===== config.mk =====
export PLATFORM = sky130hd
export DESIGN_NAME = pll_lock_supervisor
export DESIGN_NICKNAME = d
export VERILOG_FILES = /design/src/rtl/pll_sup_pkg.sv /design/src/rtl/pll_lock_supervisor_sync_2ff.sv /design/src/rtl/pll_lock_supervisor.sv
export SDC_FILE = /design/constraint.sdc
export NUM_CORES = 1
export LEC_CHECK = 0
export BUFFER_PORTS_ARGS = -buffer_cell sky130_fd_sc_hd__buf_4
export CAP_MARGIN = 15
export CORE_UTILIZATION = 55
export DETAILED_ROUTE_END_ITERATION = 16
export PLACE_DENSITY = 0.81
export SLEW_MARGIN = 20
export SYNTH_ARGS = -nofsm -noshare
export SYNTH_HDL_FRONTEND = slang
export SYNTH_HIERARCHICAL = 1
export SYNTH_SLANG_ARGS = --single-unit

===== constraint.sdc =====
create_clock -name clk_100m_in -period 5.7 [get_ports clk_100m_in]
set_input_delay 0.855 -clock clk_100m_in [delete_from_list [all_inputs] [get_ports clk_100m_in]]
set_output_delay 0.855 -clock clk_100m_in [all_outputs]
set_load 0.02 [all_outputs]

===== src/rtl/pll_sup_pkg.sv =====
// pll_sup_pkg: shared state encoding and counter sizing for the PLL lock supervisor
package pll_sup_pkg;
    localparam int SUP_STATE_W = 3;

    typedef enum logic [SUP_STATE_W-1:0] {
        S_PLL_RESET = 3'd0,
        S_WAIT_LOCK = 3'd1,
        S_STABLE    = 3'd2,
        S_RELEASE   = 3'd3,
        S_RUN       = 3'd4,
        S_FAULT     = 3'd5
    } sup_state_e;

    function automatic int cnt_w(input int max);
        return $clog2(max + 1);
    endfunction
endpackage


===== src/rtl/pll_lock_supervisor_sync_2ff.sv =====
// sync_2ff: two-flop synchronizer for asynchronous level inputs, async-reset to zero
module sync_2ff #(
    parameter int W = 1
) (
    input  logic         clk,
    input  logic         rst,
    input  logic [W-1:0] d_i,
    output logic [W-1:0] q_o
);
    logic [W-1:0] meta_q, sync_q;

    always_ff @(posedge clk or posedge rst) begin
        if (rst) begin
            meta_q <= '0;
            sync_q <= '0;
        end else begin
            meta_q <= d_i;
            sync_q <= meta_q;
        end
    end

    assign q_o = sync_q;
endmodule


===== src/rtl/pll_lock_supervisor.sv =====
// pll_lock_supervisor: owns PLL reset, waits for stable lock with timeout/retry,
// then releases downstream stage resets one at a time; any lock loss restarts.
module pll_lock_supervisor
    import pll_sup_pkg::*;
#(
    parameter int NUM_PLLS      = 4,
    parameter int NUM_STAGES    = 4,
    parameter int ARESET_CYCLES = 16,
    parameter int LOCK_TIMEOUT  = 100000,
    parameter int STABLE_CYCLES = 1024,
    parameter int STAGE_GAP     = 64,
    parameter int MAX_RETRIES   = 3
) (
    input  logic                   clk_100m_in,
    input  logic                   rst,
    input  logic [NUM_PLLS-1:0]    pll_locked,
    input  logic                   retry_req,
    output logic                   pll_areset,
    output logic [NUM_STAGES-1:0]  rst_stage_n,
    output logic                   all_ready,
    output logic                   fault,
    output logic [SUP_STATE_W-1:0] sup_state,
    output logic [7:0]             lock_loss_count
);
    localparam int AW = cnt_w(ARESET_CYCLES);
    localparam int TW = cnt_w(LOCK_TIMEOUT);
    localparam int SW = cnt_w(STABLE_CYCLES);
    localparam int GW = cnt_w(STAGE_GAP);
    localparam int RW = cnt_w(MAX_RETRIES);

    logic [NUM_PLLS-1:0]   lk_sync;
    logic                  all_lk, lose, step;
    sup_state_e            state_q, state_d;
    logic [AW-1:0]         ar_q, ar_d;
    logic [TW-1:0]         to_q, to_d;
    logic [SW-1:0]         st_q, st_d;
    logic [GW-1:0]         gap_q, gap_d;
    logic [RW-1:0]         rt_q, rt_d;
    logic [NUM_STAGES-1:0] stage_q, stage_d;
    logic [7:0]            llc_q, llc_d;
    logic                  areset_q, ready_q, fault_q;

    sync_2ff #(.W(NUM_PLLS)) u_sync (
        .clk (clk_100m_in),
        .rst (rst),
        .d_i (pll_locked),
        .q_o (lk_sync)
    );

    assign all_lk = &lk_sync;
    assign lose   = (state_q == S_RELEASE || state_q == S_RUN) && !all_lk;
    assign step   = state_q == S_RELEASE && all_lk && gap_q == GW'(STAGE_GAP - 1);

    always_comb begin
        state_d = state_q;
        rt_d    = rt_q;
        stage_d = stage_q;
        case (state_q)
            S_PLL_RESET: if (ar_q == AW'(ARESET_CYCLES - 1)) state_d = S_WAIT_LOCK;
            S_WAIT_LOCK:
                if (all_lk) state_d = S_STABLE;
                else if (to_q == TW'(LOCK_TIMEOUT - 1)) begin
                    rt_d    = rt_q + 1'b1;
                    state_d = (rt_q == RW'(MAX_RETRIES - 1)) ? S_FAULT : S_PLL_RESET;
                end
            S_STABLE:
                if (!all_lk) state_d = S_WAIT_LOCK;
                else if (st_q == SW'(STABLE_CYCLES - 1)) begin
                    stage_d = NUM_STAGES'(1);
                    state_d = (NUM_STAGES == 1) ? S_RUN : S_RELEASE;
                end
            S_RELEASE:
                if (step) begin
                    stage_d = (stage_q << 1) | NUM_STAGES'(1);
                    if (&stage_d) state_d = S_RUN;
                end
            S_FAULT:
                if (retry_req) begin
                    state_d = S_PLL_RESET;
                    rt_d    = '0;
                end
            default: ;
        endcase
        // Lock loss overrides any same-cycle release
        if (lose) begin
            state_d = S_PLL_RESET;
            stage_d = '0;
        end
        if (state_d == S_RUN && state_q != S_RUN) rt_d = '0;
        llc_d = (lose && llc_q != 8'hFF) ? llc_q + 8'd1 : llc_q;
        ar_d  = (state_q == S_PLL_RESET && state_d == S_PLL_RESET) ? ar_q + 1'b1 : '0;
        to_d  = (state_q == S_WAIT_LOCK && state_d == S_WAIT_LOCK) ? to_q + 1'b1 : '0;
        st_d  = (state_q == S_STABLE && state_d == S_STABLE) ? st_q + 1'b1 : '0;
        gap_d = (state_q == S_RELEASE && state_d == S_RELEASE && !step) ? gap_q + 1'b1 : '0;
    end

    always_ff @(posedge clk_100m_in or posedge rst) begin
        if (rst) begin
            state_q  <= S_PLL_RESET;
            ar_q     <= '0;
            to_q     <= '0;
            st_q     <= '0;
            gap_q    <= '0;
            rt_q     <= '0;
            stage_q  <= '0;
            llc_q    <= '0;
            areset_q <= 1'b1;
            ready_q  <= 1'b0;
            fault_q  <= 1'b0;
        end else begin
            state_q  <= state_d;
            ar_q     <= ar_d;
            to_q     <= to_d;
            st_q     <= st_d;
            gap_q    <= gap_d;
            rt_q     <= rt_d;
            stage_q  <= stage_d;
            llc_q    <= llc_d;
            areset_q <= state_d == S_PLL_RESET || state_d == S_FAULT;
            ready_q  <= state_d == S_RUN;
            fault_q  <= state_d == S_FAULT;
        end
    end

    assign pll_areset      = areset_q;
    assign rst_stage_n     = stage_q;
    assign all_ready       = ready_q;
    assign fault           = fault_q;
    assign sup_state       = state_q;
    assign lock_loss_count = llc_q;
endmodule

==> reports/metrics.csv <==
metric,value,unit
status,finished clean,
DR vias/cell,5.53,
area delta synth->final,13.3,%
"count leader, synth",dfrtp_1,
GRT Util Overall,0.208,
"Primary FF master, synth",dfrtp_1,
vias in the first global route,2175,
synth warn,6,
Post-Synthesis Cell Area,3290,µm²
flip-flop and latch count after synthesis,68,
slowest CP cell,o211ai_2,
CP Launch Point,ar_q[0],
crit-path max cell delay,0.68,ns
initial DRC count,143,
top cell type's share of synthesized area,0.509,
number of synthesized flops with an enable pin,0,
"Hold Vio Cnt, Final",0,
CTS tree,built,
largest net degree at the start of global routing,61,
"Net Count, Synth",318,
port bufs,24,
crit-path cells,ha_1 -> and3_1 -> ha_1 -> a21oi_1 -> a2bb2oi_1 -> a31oi_2 -> o211ai_2 -> nor2_1,
gr ovfl total,0,
Simple-Gate Fraction of Synth Area,0.262,
critical path type,flip-flop to flip-flop,
"Seq/Total Area, Yosys",0.517,
Die Area,6300,µm²
dpl ws,3.18,ns
WHS Path Cells,0,
Hold EP,u_sync/q_o[1],
final HPWL from detailed placement,3830,µm
Post-Synth XOR/XNOR Area,0.101,
Post-synth ARST share,1.00,
CTS Hold Bufs,0,
FF-to-FF Start,ar_q[0],
Std-Cell Rows,27,
initial antenna violation count,0,
Synth area leader,dfrtp_1,
first-pass GRT wire length,9890,µm
clk_lat worst skew,0.35,ns
hold slack,0.351,ns
Post-synth top cells,"dfrtp_1 (67), nor2_1 (33), xor2_1 (24)",
Synth Area in Adders,0.0266,
Die Width,79.4,µm
worst endpoint required time,5.89,ns
H-Tree Depth,3,
Worst Tran Pin Value,0.817,ns
largest family of logic cells by synthesized area,simple AND/OR/NAND/NOR gates,
clk slew on worst S/H paths,0.08,ns
Compound-Gate Fraction of Synth Area,0.0399,
Reg2Reg Setup Slack,3.13,ns
"Period Utilization, post-route",0.452,
Worst slew margin,0.453,
Worst Skew,0.00974,ns
"Max FO, Critical Path",17,
Max Root-Sink Buffers,2,
CTS root buffer,clkbuf_8,
mux cell area share after synthesis,0.0156,
"Slew Viols, Final",0,
Worst path most repeated cell,ha_1,
startpoint types,flip-flop,
Routed Antenna Nets,0,
post-route minimum period,2.57,ns
CTS buffer count,9,
final net count,345,
maxcap violations,0,
first-pass detailed-route iteration total,4,
WL per Instance,14.2,µm
Critical Path End Type,flip-flop,
Worst Hold Class,flip-flop to flip-flop,
I/O Pins,25,
Placer Congestion,0.759,
syn avg cell area,10.8,µm²
Initial Util,0.584,
CP arrival,2.77,ns
final WL,5800,µm
Yosys cell types,49,
# DRC,0,
CORE AREA,5640,µm²
buffers inserted by post-CTS timing repair,0,
sequential cell area,1700,µm²
Pleak,1.65,nW
Final Worst Setup Slack,3.13,ns
fillers,440,
setup TNS,0,ns
# setup viols final,0,
DR vias,2258,
VDD IR max,0.224,mV
area of the multi-input gates,1470,µm²
Mapped Cells,304,
Antenna Diode Count,0,
CTS Sinks,68,
RR Endpoint,to_q[12],
hold_sp,u_sync/meta_q[1],
chip height,79.4,µm
largest cells by area after synthesis,"dfrtp_1 (51%), xor2_1 (6.4%), nor2_1 (3.8%), xnor2_1 (3.7%), nand3_1 (2.9%)",
Register-to-Register Path Depth,8,
Fmax,388,MHz
Resized Gates After CTS,0,
fraction of layout cells with a size suffix above 1,0.205,
RSZ-0062 raised after global routing,no,
Cell Pwr Density,304,nW/µm²
layout make-up:
class,count,share of cell area
clock inverters,7,0.0272
repair buffers,25,0.0503
clock buffers,9,0.0332
multi-input cells,211,0.393
well taps,72,0.0241
inverters,16,0.0161
flip-flops and latches,68,0.456
worst max path at each step:
| stage | endpoint | slack (ns) |
|---|---|---|
| floorplan | all_ready | 3.36 |
| global placement | to_q[3] | 3.27 |
| detailed placement | to_q[12] | 3.18 |
| CTS | to_q[3] | 3.13 |
| global route | to_q[6] | 2.94 |
| finish | to_q[12] | 3.13 |
cell families after synthesis:
group	Yosys count
buffers and inverters	25
multiplexers	5
adder cells (fa/ha/maj)	7
flip-flops	68
AND/OR/NAND/NOR	143
XOR/XNOR	38
AO/OA/AOI/OAI	18
layout by cell type, fill, tap and decap left out, drive strengths merged, types with 6 or more instances in the layout:
cell type	n
dfrtp	67
nor2	33
buf	25
xor2	24
nand2	22
nand3	19
nor3	19
inv	16
xnor2	14
nand4	12
clkbuf	9
nor4	8
ha	7
and3	6
state kept, by name, indices dropped and copies added (netlist names):
signal and count:
u_sync/meta_q 4, sup_state 3, st_q 11, to_q 17
rt_q 2, rst_stage_n 4, lock_loss_count 8, u_sync/q_o 4
gap_q 7, fault 1, ar_q 5, pll_areset 1
all_ready 1
power breakdown:
part	switching, mW	total [mW]	internal (mW)
registers	0.0392	0.551	0.512
clock network	0.194	0.442	0.248
logic	0.0789	0.140	0.0611
total	0.312	1.13	0.821
layer usage:
layer	vias to the layer above	wire, µm	global-route usage
met3	11	157	0.0446
met2	36	2870	0.340
met5	-	0	0
met4	0	105	0.0982
li1	1098	-	-
met1	1113	2670	0.264
stage by stage:
| stage | cell area [µm²] | utilization | cells | power [mW] |
|---|---|---|---|---|
| finish | 3730 | 0.661 | 408 | 1.13 |
| global route | 3730 | 0.661 | 408 | 1.18 |
| CTS | 3730 | 0.661 | 408 | 1.14 |
| detailed placement | 3510 | 0.621 | 392 | 0.702 |
| global placement | 3510 | 0.621 | 392 | 0.698 |
| floorplan | 3290 | - | 304 | 0.665 |
critical path: cells and delay by family (launching register included):
family / cells / cell delay, ns
simple gates: 2 / 0.31
flops: 1 / 0.41
fa+ha+maj: 2 / 0.41
compound gates: 4 / 1.28
(Power assumes the default switching activity.)
